--- src/rtl/pipe_hazard_track.sv ---
// Tracks destination registers of in-flight instructions after decode and resolves
// each decode source by forwarding from the youngest matching stage, or by interlocking.
module pipe_hazard_track #(
  parameter int NSTAGE = 3,
  parameter int AW     = 5,
  parameter int DW     = 32,
  parameter int NSRC   = 2,
  parameter int CW     = 16
) (
  input  logic                   clk,
  input  logic                   rst,
  input  logic                   i_hold,
  input  logic                   i_flush,
  input  logic                   i_d_valid,
  input  logic [AW-1:0]          i_d_rda,
  input  logic                   i_d_rfwe,
  input  logic [NSRC*AW-1:0]     i_d_srca,
  input  logic [NSRC-1:0]        i_d_src_used,
  input  logic [NSTAGE*DW-1:0]   i_s_data,
  input  logic [NSTAGE-1:0]      i_s_dvalid,
  output logic [NSTAGE-1:0]      o_s_valid,
  output logic [NSTAGE*AW-1:0]   o_s_rda,
  output logic [NSTAGE-1:0]      o_s_rfwe,
  output logic [NSRC-1:0]        o_fwd_hit,
  output logic [NSRC*DW-1:0]     o_fwd_data,
  output logic                   o_stall,
  output logic [CW-1:0]          o_stall_cnt
);

  logic [NSTAGE-1:0]    valid_q, valid_d;
  logic [NSTAGE-1:0]    rfwe_q, rfwe_d;
  logic [NSTAGE*AW-1:0] rda_q, rda_d;
  logic [CW-1:0]        cnt_q, cnt_d;
  logic [NSRC-1:0]      pend;
  logic                 load_ok;

  // Per-source lookup: scanning from stage 0 upward, the first match is the youngest producer.
  generate
    for (genvar gi = 0; gi < NSRC; gi++) begin : g_src
      logic          found;
      logic          hit_k;
      logic          pend_k;
      logic [DW-1:0] data_k;
      logic [AW-1:0] srca_k;

      assign srca_k = i_d_srca[gi*AW +: AW];

      always_comb begin
        found  = 1'b0;
        hit_k  = 1'b0;
        pend_k = 1'b0;
        data_k = '0;
        for (int s = 0; s < NSTAGE; s++) begin
          if (!found && valid_q[s] && rfwe_q[s] && i_d_src_used[gi] &&
              (rda_q[s*AW +: AW] == srca_k) && (rda_q[s*AW +: AW] != '0)) begin
            found = 1'b1;
            if (i_s_dvalid[s]) begin
              hit_k  = 1'b1;
              data_k = i_s_data[s*DW +: DW];
            end else begin
              pend_k = 1'b1;
            end
          end
        end
      end

      assign o_fwd_hit[gi]             = hit_k;
      assign o_fwd_data[gi*DW +: DW]   = data_k;
      assign pend[gi]                  = pend_k;
    end
  endgenerate

  assign o_stall = (|pend) & i_d_valid & ~i_flush;
  assign load_ok = i_d_valid & ~i_flush & ~o_stall;

  // A stalled or flushed decode enters stage 0 as a bubble so older stages keep draining.
  always_comb begin
    valid_d = valid_q;
    rfwe_d  = rfwe_q;
    rda_d   = rda_q;
    cnt_d   = cnt_q;
    if (!i_hold) begin
      valid_d = {valid_q[NSTAGE-2:0], load_ok};
      rfwe_d  = {rfwe_q[NSTAGE-2:0], load_ok & i_d_rfwe};
      rda_d   = {rda_q[(NSTAGE-1)*AW-1:0], (load_ok ? i_d_rda : {AW{1'b0}})};
      if (o_stall && (cnt_q != {CW{1'b1}})) begin
        cnt_d = cnt_q + {{(CW-1){1'b0}}, 1'b1};
      end
    end
  end

  always_ff @(posedge clk or negedge rst) begin
    if (!rst) begin
      valid_q <= '0;
      rfwe_q  <= '0;
      rda_q   <= '0;
      cnt_q   <= '0;
    end else begin
      valid_q <= valid_d;
      rfwe_q  <= rfwe_d;
      rda_q   <= rda_d;
      cnt_q   <= cnt_d;
    end
  end

  assign o_s_valid   = valid_q;
  assign o_s_rfwe    = rfwe_q;
  assign o_s_rda     = rda_q;
  assign o_stall_cnt = cnt_q;

endmodule

--- config.mk ---
export PLATFORM = sky130hd
export DESIGN_NAME = pipe_hazard_track
export DESIGN_NICKNAME = d
export VERILOG_FILES = /design/src/rtl/pipe_hazard_track.sv
export SDC_FILE = /design/constraint.sdc
export NUM_CORES = 1
export LEC_CHECK = 0
export CAP_MARGIN = 10
export CORE_AREA = 2 2 87 89
export CTS_CLUSTER_DIAMETER = 50
export DETAILED_ROUTE_END_ITERATION = 6
export DIE_AREA = 0 0 89 91
export DONT_BUFFER_PORTS = 1
export GPL_ROUTABILITY_DRIVEN = 1
export GPL_TIMING_DRIVEN = 0
export HOLD_SLACK_MARGIN = 0.15
export SYNTH_ARGS = -nofsm -noshare
export SYNTH_HDL_FRONTEND = slang
export SYNTH_SLANG_ARGS = --single-unit
--- constraint.sdc ---
create_clock -name clk -period 3.3 [get_ports clk]
set_input_delay 0.495 -clock clk [delete_from_list [all_inputs] [get_ports clk]]
set_output_delay 0.495 -clock clk [all_outputs]
set_load 0.05 [all_outputs]
After elaboration in Yosys (flattened, before gate mapping)
Index checks and enable logic that the tools add are counted.

cells by class
  shift-type cells = 0
  magnitude comparators = 0
  reduce and logical (&&, ||, !) cells = 37
  mux-type cells = 38
  bitwise gates (word level) = 8
  $mul = 0
  div/mod/pow operators = 0
  add/subtract/negate cells = 1
  eq/ne operators = 7

operator list
  operator                                       count
  2-to-1 mux 32 bit                              11
  == test 5 bit                                  6
  logical AND 1 bit                              28
  2-to-1 mux 1 bit                               26
  adder 16 x 1 -> 16 bit, second input constant  1
  inequality test 16 bit, second input constant  1
  nonzero test 5 bit                             3
  AND 1 bit                                      5
  2-to-1 mux 5 bit                               1
  logical NOT 1 bit                              4
  inverter 1 bit                                 3
  AND reduction 2 bit                            1
  OR reduction 2 bit                             1

word-level totals
  memories = 0
  output and inout port bits = 104
  logic and storage cells = 95
  ROM bits = 0
  flip-flop bits (word level) = 37
  bits in latches = 0
  RAM bits = 0

Longest topological paths before layout
  word-level depth = 25
  mapped depth = 9
  mapped depth without buffers = 8

Worst setup path before layout
OpenSTA, ideal clock, no wires.

  kind = reg2out
  start point = reg rda_q[5] (netlist: o_s_rda[5])
  end point = out o_stall
  stages on the path, launching flop included = 8
  required time = 2.805 ns
  arrival = 3.234 ns
  path slack = -0.429 ns
  path through = dfrtp_1 -> or3_1 -> o311a_1 -> and4_4 -> nor4_4 -> a31o_4 -> nor3_1 -> nor3b_1

on the way
  longest elaborated chain between the ends = 14
  elaborated cells on any way between the ends = 30
  those cells by class = eq/ne (2); mux (8); bitwise (2); reduce/logical (18)

RTL lines
  item                            RTL line  source
  from (decl)                     32        logic [NSTAGE*AW-1:0] rda_q, rda_d;
  from (signal assigned)          101       rda_q <= rda_d;
  == test 5 bit                   55        (rda_q[s*AW +: AW] == srca_k) && (rda_q[s*AW +: AW] != '0)) begin
  logical AND 1 bit               54        if (!found && valid_q[s] && rfwe_q[s] && i_d_src_used[gi] &&
  logical AND 1 bit               55
  2-to-1 mux 1 bit                54
  logical NOT 1 bit               54
  logical AND 1 bit (4 in a row)  54
  logical AND 1 bit               55
  2-to-1 mux 1 bit                54
  OR reduction 2 bit (*)          73        assign o_stall = (|pend) & i_d_valid & ~i_flush;
  AND 1 bit (*) (2 in a row)      73
  to (decl)                       26        output logic o_stall,

Every way passes the cells marked *; elsewhere a longest branch is shown, timed or not.

Final worst setup path
  start point = reg rda_q[5] (netlist: o_s_rda[5])
  end point = out o_fwd_data[22]

on the way
  longest elaborated chain between the ends = 11
  elaborated cells on any way between the ends = 14
  those cells by class = eq/ne (1); mux (4); reduce/logical (9)

RTL lines
  item                            RTL line  source
  == test 5 bit                   55
  logical AND 1 bit               54
  logical AND 1 bit (*)           55
  2-to-1 mux 1 bit                54
  logical NOT 1 bit               54
  logical AND 1 bit (4 in a row)  54
  logical AND 1 bit               55
  2-to-1 mux 32 bit (*)           54
  to (decl)                       25        output logic [NSRC*DW-1:0] o_fwd_data,

Marks and branches as above.

==> summary.md <==
| Metric | Value |
|---|---|
| Status | `completed` |
| Top post-synthesis cells by area | `dfrtp_1 29%, a221o_1 20%, nor2_1 8.4%` |
| Detailed-route DRC error count | `0` |
| Core outline area | `roughly 7100 sq um` |
| Final ANT Viol Nets | `0` |
| Fin Clk Skew | `roughly 0.006 ns` |
| Share of the synthesized area in the top cell type | `0.2877` |
| Fin area | `roughly 4200 sq um` |
| Cell area after synthesis | `between 3000 and 4000 sq um` |
| Min-delay worst type | `primary input to register` |
| Met1 track demand over resource | `0.2947` |
| Wire length of the first global-routing pass | `15480 um` |
| Total overflow reported by the global router | `0` |
| Setup repair after global routing missed its margin | `true` |
| Crit path time final | `around 3.3 ns` |
| Number of antenna violations at the first check in global routing | `0` |
| Critical path startpoint category | `register` |
| Max Buffers Root-to-Sink | `2` |
| Row Count | `31` |
| Footprint of the multi-input gates | `between 2000 and 3000 sq um` |
| Worst-Margin Slew | `between 0.6 and 0.7 ns` |
| Total count of hold-check failures in the final report | `0` |
| GRT Util Overall | `0.2432` |
| Number of flops mapped to enable cells by yosys | `0` |
| Number of search-and-repair iterations in the first detailed-routing pass | `6` |
| Initial cell density of the core | `0.4509` |
| Synth Flop Type | `dfrtp_1` |
| # IOs | `between 200 and 250` |
| Antenna diode count | `0` |
| Instance area at placement | `around 3400 sq um` |
| Placed Cells incl. Taps | `470` |
| Setup crit end kind | `output port` |
| Fillers | `between 600 and 700` |
| Clock edge transition at the registers on the reported setup and hold paths | `roughly 0.080 ns` |
| Final setup violation count | `0` |
| Total area of sequential cells | `roughly 950 sq um` |
| Data arrival at the endpoint of the critical path | `around 2.8 ns` |
| Fraction of final layout cells with drive strength greater than 1 | `0.3969` |
| Width of the chip | `just under 90 um` |
| Number of violations of the max-capacitance limit | `0` |
| Overall power consumption | `between 0.001 and 0.0015 W` |
| Avg Synthesized Cell Area | `between 8 and 9 sq um` |
| Stage delay of the slowest cell on the critical path | `0.59 ns` |
| FFs w/ async S/R, synth | `1.000` |
| Post-route non-filler standard cell count | `487` |
| Mean number of vias per cell | `about 6.6` |
| Layer with the highest usage | `met2` |
| Dominant delay contributor by cell family on the critical path | `simple AND/OR/NAND/NOR gates` |
| WL/cell | `approximately 23 um` |
| Routed vias | `about 3200` |
| Skew-Pair Late Insertion Delay | `between 0.2 and 0.3 ns` |
| Maximum operating frequency | `between 300 and 400 MHz` |
| Slew Limit Headroom | `0.5844` |
| Die outline height | `91 um` |
| Count of input and output buffers | `0` |
| Die footprint | `just over 8000 sq um` |
| TritonCTS clock tree | `built` |
| Routing usage on met2 | `0.4129` |
| Cell variety after synth | `between 40 and 50` |
| Syn nets | `roughly 490` |
| Sink count of the clock tree | `37` |
| Period utilization | `0.9942` |
| Worst vdd ir | `roughly 0.00026 V` |
| Worst path cell trace | `or3_1 -> o311a_1 -> and4_4 -> nor4_4 -> and3_4 -> buf_6 -> a221o_2` |
| Post-synth top area cell | `dfrtp_1` |
| Pin count of the biggest net entering global routing | `38` |
| RePlAce Congestion | `about 0.84` |
| Final number of max-transition violations | `0` |
| Detailed Place HPWL | `8103 um` |
| Slowest stage cell, crit path | `dfrtp_4` |
| Post-synthesis instance total | `around 370` |
| Leakage power figure | `around 1.8 nW` |
| Routed Wire Length | `11040 um` |
| Setup Crit Path Kind | `register to output port` |
| Yosys warnings | `0` |
| Htree depth | `2` |
| Area added between synthesis and finish | `29.16%` |
| Cts bufs inserted | `5` |
| Buffers and inverters on the worst path | `1` |
| Critical path data required time | `~2.8 ns` |
| Final total negative setup slack | `0 ns` |
| Master cell of the clock root buffer | `clkbuf_8` |
| Power density of the placed cells | `about 290 nW/um^2` |
| Sequential element share of the synthesized area | `0.2877` |
| Drt first-iter violations | `122` |
| Met3 routing resource usage after global routing | `0.08636` |
| Total number of nets in the final design | `510` |
| Post-synthesis sequential element count | `37` |
| Critical path fanouts, max | `10` |
| Vias in the first global route | `about 3000` |
[power breakdown]
| group | switching (W) | total, W | internal, W | leakage, nW |
|---|---|---|---|---|
| Clock | 0.000170 | 0.000471 | 0.000300 | 0.0681 |
| Combinational | 0.0000673 | 0.000130 | 0.0000630 | 1.24 |
| Sequential | 0.000115 | 0.000590 | 0.000475 | 0.485 |
| Total | 0.000353 | 0.00119 | 0.000839 | 1.79 |
[metrics by stage]
step,setup WS (ns),util,hold slack (ns)
5_1_grt,-0.06991,0.5824,0.3112
3_5_place_dp,-0.3295,0.4741,0.2000
2_1_floorplan,0.05854,-,0.1994
6_report,0.01899,0.5824,0.3252
3_3_place_gp,-0.3235,0.4741,0.2001
4_1_cts,0.002882,0.5307,0.3221
[routing by layer]
metal	share of wire	wire (um)
met1	0.39	4310
met2	0.50	5501
met3	0.097	1071
met4	0.015	161
met5	0	0
[state kept, by name, summed over array words and instances, names as in the netlist]
| signal | flops |
|---|---|
| o_stall_cnt | 16 |
| o_s_rda | 15 |
| o_s_valid | 3 |
| o_s_rfwe | 3 |
[layout by cell type (no fill, tap or decap), types with 3 or more instances in the layout]
cell type,n
nor2_1,69
nand2_1,43
a221o_2,35
xor2_1,30
a221o_4,28
dfrtp_1,24
xnor2_1,15
mux2_2,14
dfrtp_2,11
buf_4,9
buf_6,8
clkbuf_8,8
nand4_1,6
inv_1,6
a22o_1,6
nor3_1,5
clkbuf_2,4
clkbuf_1,4
nor3_2,4
nor4_2,3
nor4_1,3
nor2_4,3
clkbuf_4,3
and3_1,3
[what timing repair did]
action,4_1_cts,5_1_grt
endpoints found under the setup margin,67,67
hold endpoints to repair,37,0
hold buffers,2,0
buffers inserted,2,6
pin swaps,17,36
gates resized for setup,87,56
[worst paths after layout]
path | from | endpoint | slack, ns | cells past startpoint
hold / removal | i_d_rda[4] | o_s_rda[4] | 0.33 | 1
setup / recovery | o_s_rda[5] | o_fwd_data[22] | 0.02 | 7
setup reg to reg | o_s_rda[0] | o_stall_cnt[1] | 0.17 | 9
hold reg to reg | o_s_rda[0] | o_s_rda[0] | 0.77 | 1
max in group asynchronous | rst | o_s_rda[5] | 2.44 | 2
min in group asynchronous | rst | o_s_rda[0] | 0.65 | 2
[synthesized netlist by cell type (2+ instances only)]
master    instances
nor2_1           72
a221o_1          64
nand2_1          44
dfrtp_1          37
xor2_1           30
clkbuf_1         20
xnor2_1          15
mux2_2           14
a22o_1            6
inv_1             6
nand4_1           6
nor3_1            6
nor4_1            5
and3_1            3
buf_2             3
nor3_2            3
a211o_1           2
and2_1            2
and4_1            2
buf_1             2
buf_4             2
nand3_1           2
nand4_2           2
nor4_4            2
o311a_1           2
or3_1             2
[logic make-up after synthesis]
group                    Yosys count  synth area share
AND/OR/NAND/NOR                  159            0.2395
AO/OA/AOI/OAI                     80            0.2484
XOR/XNOR                          45            0.1225
flip-flops                        37            0.2877
buffers and inverters             34           0.04549
multiplexers                      15           0.05249
adder cells (fa/ha/maj)            1          0.003887
[final cells by class]
| type | count | area share |
|---|---|---|
| Multi-Input combinational cell | 300 | 0.6279 |
| Sequential cell | 37 | 0.2279 |
| Buffer | 27 | 0.05208 |
| Tap cell | 99 | 0.02980 |
| Timing Repair Buffer | 10 | 0.02468 |
| Clock buffer | 5 | 0.01656 |
| Clock inverter | 3 | 0.01565 |
| Inverter | 6 | 0.005418 |
Note: power is estimated with default switching activity, not from simulation.
